===== config.mk =====
export PLATFORM = sky130hd
export DESIGN_NAME = multi_vote_engine
export DESIGN_NICKNAME = d
export VERILOG_FILES = /design/src/rtl/vote_pkg.sv /design/src/rtl/vote_counter.sv /design/src/rtl/multi_vote_engine.sv
export SDC_FILE = /design/constraint.sdc
export NUM_CORES = 1
export LEC_CHECK = 0
export CAP_MARGIN = 20
export CORE_ASPECT_RATIO = 0.8
export CORE_MARGIN = 1.5
export CORE_UTILIZATION = 25
export DETAILED_ROUTE_END_ITERATION = 12
export PLACE_DENSITY = 0.53
export RECOVER_POWER = 50
export SYNTH_ARGS = -nofsm -noshare
export SYNTH_HDL_FRONTEND = slang
export SYNTH_SLANG_ARGS = --single-unit

===== constraint.sdc =====
create_clock -name clk_100MHz -period 3.2 [get_ports clk_100MHz]
set_clock_uncertainty 0.05 [all_clocks]
set_input_delay 0.96 -clock clk_100MHz [delete_from_list [all_inputs] [get_ports clk_100MHz]]
set_output_delay 0.96 -clock clk_100MHz [all_outputs]
set_load 0.005 [all_outputs]

===== src/rtl/vote_pkg.sv =====
// Shared constants for the multi-candidate voting engine: state encodings,
// default access codes, lockout length and the winner-index width.
package vote_pkg;

  localparam logic [1:0] ST_IDLE   = 2'd0;
  localparam logic [1:0] ST_OPEN   = 2'd1;
  localparam logic [1:0] ST_TALLY  = 2'd2;
  localparam logic [1:0] ST_RESULT = 2'd3;

  localparam logic [15:0] DEF_OPEN_CODE  = 16'hA5A5;
  localparam logic [15:0] DEF_CLOSE_CODE = 16'h5A5A;
  localparam logic [31:0] DEF_LOCK_CYC   = 32'd500_000_000;

  // Enough bits to index up to eight candidates.
  localparam int WIN_W = 3;

  // True when exactly one bit of the (zero-extended) strobe vector is set.
  function automatic logic f_one_hot(input logic [7:0] v);
    return (v != 8'd0) && ((v & (v - 8'd1)) == 8'd0);
  endfunction

endpackage


===== src/rtl/vote_counter.sv =====
// Saturating per-candidate vote counter with synchronous clear.
// o_sat tells the parent the counter cannot accept another vote.
module vote_counter #(
  parameter int CNT_W = 8
) (
  input  logic             i_clk,
  input  logic             i_rst_n,
  input  logic             i_clear,
  input  logic             i_inc,
  output logic [CNT_W-1:0] o_count,
  output logic             o_sat
);

  logic [CNT_W-1:0] r_count;

  // Clear has priority over increment; a full counter never wraps.
  always_ff @(posedge i_clk or negedge i_rst_n) begin
    if (!i_rst_n) begin
      r_count <= '0;
    end else if (i_clear) begin
      r_count <= '0;
    end else if (i_inc && !o_sat) begin
      r_count <= r_count + CNT_W'(1);
    end
  end

  assign o_sat   = &r_count;
  assign o_count = r_count;

endmodule


===== src/rtl/multi_vote_engine.sv =====
// Multi-candidate voting engine: code-gated open/close, per-candidate
// saturating tallies, a sequential winner scan and a wrong-code lockout.
module multi_vote_engine
  import vote_pkg::*;
#(
  parameter int              N_CAND     = 3,
  parameter int              CNT_W      = 8,
  parameter int              CODE_W     = 16,
  parameter logic [CODE_W-1:0] OPEN_CODE  = CODE_W'(DEF_OPEN_CODE),
  parameter logic [CODE_W-1:0] CLOSE_CODE = CODE_W'(DEF_CLOSE_CODE),
  parameter logic [31:0]     LOCK_CYC   = DEF_LOCK_CYC
) (
  input  logic                    clk_100MHz,
  input  logic                    reset,
  input  logic [CODE_W-1:0]       sw,
  input  logic [N_CAND-1:0]       vote_pulse,
  input  logic                    ov_cv_pulse,
  output logic [1:0]              the_state,
  output logic [N_CAND*CNT_W-1:0] counts,
  output logic [CNT_W+2:0]        total,
  output logic [2:0]              the_winner,
  output logic                    tie,
  output logic                    vote_err,
  output logic                    locked,
  output logic                    enable_leds
);

  logic [1:0]       r_rst_sync;
  logic             w_rst_n;

  logic [1:0]       r_state;
  logic [CNT_W+2:0] r_total;
  logic [1:0]       r_fail;
  logic             r_locked;
  logic [31:0]      r_lock_cnt;
  logic [WIN_W-1:0] r_scan;
  logic [CNT_W-1:0] r_max;
  logic [WIN_W-1:0] r_best;
  logic             r_tie_run;
  logic [WIN_W-1:0] r_winner;
  logic             r_tie;
  logic             r_vote_err;

  logic [CNT_W-1:0]  w_cnt [N_CAND];
  logic [N_CAND-1:0] w_sat;
  logic [N_CAND-1:0] w_inc;
  logic              w_ov_open;
  logic              w_ov_close;
  logic              w_in_open;
  logic              w_vote_one;
  logic              w_vote_sat;
  logic              w_vote_ok;
  logic              w_vote_bad;
  logic              w_start;
  logic [CNT_W-1:0]  w_scan_cnt;
  logic [CNT_W-1:0]  w_max_nxt;
  logic [WIN_W-1:0]  w_best_nxt;
  logic              w_tie_nxt;

  // Reset asserts immediately but releases two clock edges later.
  always_ff @(posedge clk_100MHz or negedge reset) begin
    if (!reset) begin
      r_rst_sync <= 2'b00;
    end else begin
      r_rst_sync <= {r_rst_sync[0], 1'b1};
    end
  end

  assign w_rst_n = r_rst_sync[1];

  assign w_ov_open  = ov_cv_pulse && (sw == OPEN_CODE);
  assign w_ov_close = ov_cv_pulse && (sw == CLOSE_CODE);
  assign w_in_open  = (r_state == ST_OPEN);
  assign w_vote_one = f_one_hot(8'(vote_pulse));
  assign w_vote_sat = |(vote_pulse & w_sat);
  assign w_vote_ok  = w_in_open && w_vote_one && !w_vote_sat;
  assign w_vote_bad = w_in_open && (|vote_pulse) && !(w_vote_one && !w_vote_sat);
  assign w_start    = w_ov_open &&
                      (((r_state == ST_IDLE) && !r_locked) || (r_state == ST_RESULT));
  assign w_inc      = w_vote_ok ? vote_pulse : '0;

  genvar g;
  generate
    for (g = 0; g < N_CAND; g++) begin : g_cand
      vote_counter #(.CNT_W(CNT_W)) u_cnt (
        .i_clk   (clk_100MHz),
        .i_rst_n (w_rst_n),
        .i_clear (w_start),
        .i_inc   (w_inc[g]),
        .o_count (w_cnt[g]),
        .o_sat   (w_sat[g])
      );
      assign counts[g*CNT_W +: CNT_W] = w_cnt[g];
    end
  endgenerate

  // Select the candidate under scan and fold it into the running maximum.
  always_comb begin
    w_scan_cnt = '0;
    for (int i = 0; i < N_CAND; i++) begin
      if (r_scan == WIN_W'(i)) begin
        w_scan_cnt = w_cnt[i];
      end
    end
    w_max_nxt  = r_max;
    w_best_nxt = r_best;
    w_tie_nxt  = r_tie_run;
    if ((r_scan == '0) || (w_scan_cnt > r_max)) begin
      w_max_nxt  = w_scan_cnt;
      w_best_nxt = r_scan;
      w_tie_nxt  = 1'b0;
    end else if (w_scan_cnt == r_max) begin
      w_tie_nxt = 1'b1;
    end
  end

  // Running total follows the same accept/clear decisions as the counters.
  always_ff @(posedge clk_100MHz or negedge w_rst_n) begin
    if (!w_rst_n) begin
      r_total <= '0;
    end else if (w_start) begin
      r_total <= '0;
    end else if (w_vote_ok) begin
      r_total <= r_total + (CNT_W+3)'(1);
    end
  end

  // Main control: state transitions, lockout timer, tally scan and error pulse.
  always_ff @(posedge clk_100MHz or negedge w_rst_n) begin
    if (!w_rst_n) begin
      r_state    <= ST_IDLE;
      r_fail     <= 2'd0;
      r_locked   <= 1'b0;
      r_lock_cnt <= '0;
      r_scan     <= '0;
      r_max      <= '0;
      r_best     <= '0;
      r_tie_run  <= 1'b0;
      r_winner   <= '0;
      r_tie      <= 1'b0;
      r_vote_err <= 1'b0;
    end else begin
      r_vote_err <= w_vote_bad;
      case (r_state)
        ST_IDLE: begin
          if (r_locked) begin
            if (r_lock_cnt == '0) begin
              r_locked <= 1'b0;
              r_fail   <= 2'd0;
            end else begin
              r_lock_cnt <= r_lock_cnt - 32'd1;
            end
          end else if (ov_cv_pulse) begin
            if (w_ov_open) begin
              r_state <= ST_OPEN;
              r_fail  <= 2'd0;
            end else begin
              r_fail <= r_fail + 2'd1;
              if (r_fail == 2'd2) begin
                r_locked   <= 1'b1;
                r_lock_cnt <= LOCK_CYC - 32'd1;
              end
            end
          end
        end
        ST_OPEN: begin
          if (w_ov_close) begin
            r_state <= ST_TALLY;
            r_scan  <= '0;
          end
        end
        ST_TALLY: begin
          r_max     <= w_max_nxt;
          r_best    <= w_best_nxt;
          r_tie_run <= w_tie_nxt;
          if (r_scan == WIN_W'(N_CAND - 1)) begin
            r_state  <= ST_RESULT;
            r_scan   <= '0;
            r_winner <= w_best_nxt;
            r_tie    <= w_tie_nxt;
          end else begin
            r_scan <= r_scan + WIN_W'(1);
          end
        end
        default: begin
          if (w_ov_open) begin
            r_state  <= ST_OPEN;
            r_winner <= '0;
            r_tie    <= 1'b0;
          end
        end
      endcase
    end
  end

  assign the_state   = r_state;
  assign total       = r_total;
  assign the_winner  = r_winner;
  assign tie         = r_tie;
  assign vote_err    = r_vote_err;
  assign locked      = r_locked;
  assign enable_leds = (r_state == ST_OPEN);

endmodule


==> key figures <==
Worst hold path
  – Hold crit path type: reg2reg

Outcome
  – Failing checks: capacitance limit, slew limit
  – Status: finished with violations

Clocking
  – H-tree lvl count: 3
  – Worst-Skew Late Latency: 0.35 ns
  – Hold_buf cts: 0
  – CTS Buf Count: 9
  – Resize count post-CTS: 0
  – CTS clock-pin slew for the worst setup and hold paths: around 0.07 ns
  – Longest Clk Path Bufs: 2
  – Post-CTS setup buffer count: 0
  – CTS Root Cell: clkbuf_16
  – TritonCTS Sinks: between 90 and 100
  – CTS tree: built

Timing
  – Pins Over Slew Limit: 44
  – Slew margin rel.: -0.213
  – Tcrit/Tclk final: 0.912
  – Worst hold slack: about 0.31 ns
  – Achievable Freq: roughly 340 MHz
  – # setup viols final: 0
  – Setup tns final: 0 ns
  – RSZ-0062 raised after global routing: no
  – Fin crit period: between 2 and 3 ns
  – Worst-margin pin slew: about 1.8 ns
  – Endpoints failing hold: 0

Synthesis
  – Post-Syn Instances: 547
  – Synthesis Warnings: 0
  – Post-synth EDFFs: 0
  – Fraction of registers with async set/reset: 1.00
  – Synth top area share: 0.451
  – Synth Area per Inst: 9.54 um2
  – Synth Register Bits: 94
  – Cell variety after synth: slightly above 60
  – Synth area leaders: dfrtp_1 (45%), nor2_1 (5.3%), xor2_1 (5.0%)
  – Mapped Nets: 588
  – Area of the mapped netlist: roughly 0.0052 mm2
  – Ys flop type: dfrtp_1
  – Sequential area share after synthesis: 0.451
  – Yosys top cell by area: dfrtp_1

Worst setup path
  – R2R Path Start: r_scan[1]
  – Critical-path cell list: buf_12 > mux2i_1 > nor2_1 > a21oi_1 > nor2_1 > ha_1 > nor2b_1 > o211ai_1 > a21o_1 > a21oi_2 > o21a_1 > mux2_2
  – CP arrival: about 3.1 ns
  – Crit path capture: r_max[5]
  – Most used cell along the critical path: nor2_1
  – Max stage delay on crit path: around 0.47 ns
  – Crit path launch: r_scan[1]
  – Critical path buffer and inverter count: 1
  – Worst EP required: between 3 and 4 ns
  – Critical path's slowest cell: dfrtp_1
  – Type of the worst setup path: reg2reg
  – Worst Setup Start Kind: flop
  – Crit-path leading delay family: compound AO/OA/AOI/OAI gates
  – Reg2Reg Depth: 12
  – Crit Path Max Fanout: 9
  – Reg2Reg Setup Slack: approximately 0.28 ns
  – Crit end category: flop
  – Critical Path Stages: 12
  – Reg2reg end: r_max[5]

GRT
  – Largest net degree at the start of global routing: 51
  – Global-route wire length before repair: roughly 22000 um
  – Total GRT Usage: 0.126
  – Overflow left after global routing: 0
  – Initial antenna violation count: 0
  – Vias in the first global route: slightly above 4000

Floorplanning
  – Core Box Area: 0.0206 mm2
  – Die Y: roughly 130 um
  – Die Wd: 165 um
  – Row count: 47
  – Ports: 66
  – Initial Utilization: 0.253
  – Die area: between 0.02 and 0.025 mm2

Route
  – Pre-antenna DRT Iters: 4
  – Routed wire per std cell: around 14 um
  – Starting DRT DRC Count: between 200 and 250
  – ANT nets after route: 0
  – Final wirelength: about 13000 um
  – Post-route DRC: 0
  – Vias per cell: ~4.7
  – Via Count: between 4000 and 5000

Layout
  – Post-layout nets: 672
  – Commonest non-fill, non-tap cell in the layout: dfrtp_1
  – Synthesis-to-layout area growth: 28.1%
  – Register area: around 0.0024 mm2
  – ANT cells: 0
  – FILL cells: ~2100
  – Final Core Density: 0.325
  – Area occupied by multi-input gates: between 0.002 and 0.003 mm2
  – Most frequent cells in the layout: dfrtp_1 (94), nor2_1 (72), nand2_1 (49), clkdlybuf4s50_1 (44), xor2_1 (30)
  – Share of cells above drive strength 1: 0.0991

Power and ir drop
  – PD cells: between 600 and 700 mW/mm2
  – Lkg Pwr: 2.70 nW
  – Total power: between 4 and 5 mW
  – Worst vdd ir: roughly 330 uV

Job
  – Max Cap Viol: 1

Placement
  – PortBufs: 65
  – RD Place Congestion: approximately 0.75
  – Hpwl dp: around 9100 um
cells by family after synthesis:
group / synth area share
compound gates: 0.0827
other cells: 0.000719
simple gates: 0.255
xor+xnor: 0.0873
flops: 0.451
mux: 0.0460
buf+inv: 0.0314
fa+ha+maj: 0.0456
flip-flops by register name, summed over array words and instances (netlist names), 2 cells and up:
name                  cells
r_lock_cnt               32
g_cand.u_cnt.o_count     24
total                    11
r_max                     8
r_best                    3
r_scan                    3
the_winner                3
r_fail                    2
r_rst_sync                2
the_state                 2
how the worst min path moves through the flow:
stage	startpoint	end	slack, ns	cells past startpoint
after CTS	r_rst_sync[0]	r_rst_sync[1]	0.31	0
after detailed placement	r_rst_sync[0]	r_rst_sync[1]	0.29	0
after global placement	r_rst_sync[0]	r_rst_sync[1]	0.28	0
after floorplan	r_rst_sync[0]	r_rst_sync[1]	0.28	0
after global routing	r_rst_sync[0]	r_rst_sync[1]	0.33	0
final	r_rst_sync[0]	r_rst_sync[1]	0.31	0
cell type report:
type,count,area share
flip-flops and latches,94,0.352
clock inverters,4,0.0105
repair buffers,93,0.134
well taps,269,0.0504
clock buffers,12,0.0369
multi-input cells,414,0.405
inverters,19,0.0107
where the power goes:
group,switching (mW),total (mW),internal [mW],leakage [nW]
clock network,0.466,1.17,0.705,0.157
logic,0.728,1.49,0.762,1.43
registers,0.293,1.70,1.41,1.10
total,1.49,4.36,2.87,2.70
worst register-to-register path, delay by kind of cell, from the launching register on:
family	cells	cell delay, ns
buffers and inverters	1	0.17
AND/OR/NAND/NOR	3	0.26
AO/OA/AOI/OAI	5	0.96
multiplexers	2	0.58
adder cells (fa/ha/maj)	1	0.32
flip-flops	1	0.47
routing by layer:
metal | track usage | part of all wire | vias to the layer above
li1 | - | - | 2107
met1 | 0.192 | 0.56 | 2033
met2 | 0.176 | 0.39 | 84
met3 | 0.0340 | 0.044 | 10
met4 | 0.0280 | 0.0089 | 0
met5 | 0 | 0 | -
through the flow:
| stage | instances | setup slack [ns] | instance area (um2) |
|---|---|---|---|
| after floorplan | 547 | 0.0951 | 5220 |
| after global placement | 889 | 0.0415 | 6380 |
| after detailed placement | 889 | 0.0255 | 6380 |
| after CTS | 905 | 0.256 | 6700 |
| after global routing | 905 | 0.0764 | 6680 |
| final | 905 | 0.282 | 6680 |
Yosys cell counts (all sizes together), types with 4 or more instances:
library cell / count
inv: 19
nor4: 13
xnor2: 22
or3: 9
nand3b: 5
a31oi: 6
nor2b: 5
o21ai: 19
nor3: 18
nand2: 49
or4: 8
ha: 19
a21oi: 19
and2: 4
xor2: 30
nor2: 73
mux2: 8
and3: 10
nand3: 15
nor4bb: 6
nand4: 17
dfrtp: 94
mux2i: 15
or2: 6
buf: 5
clkbuf: 15
No activity file was read; power rests on OpenSTA's default activity.
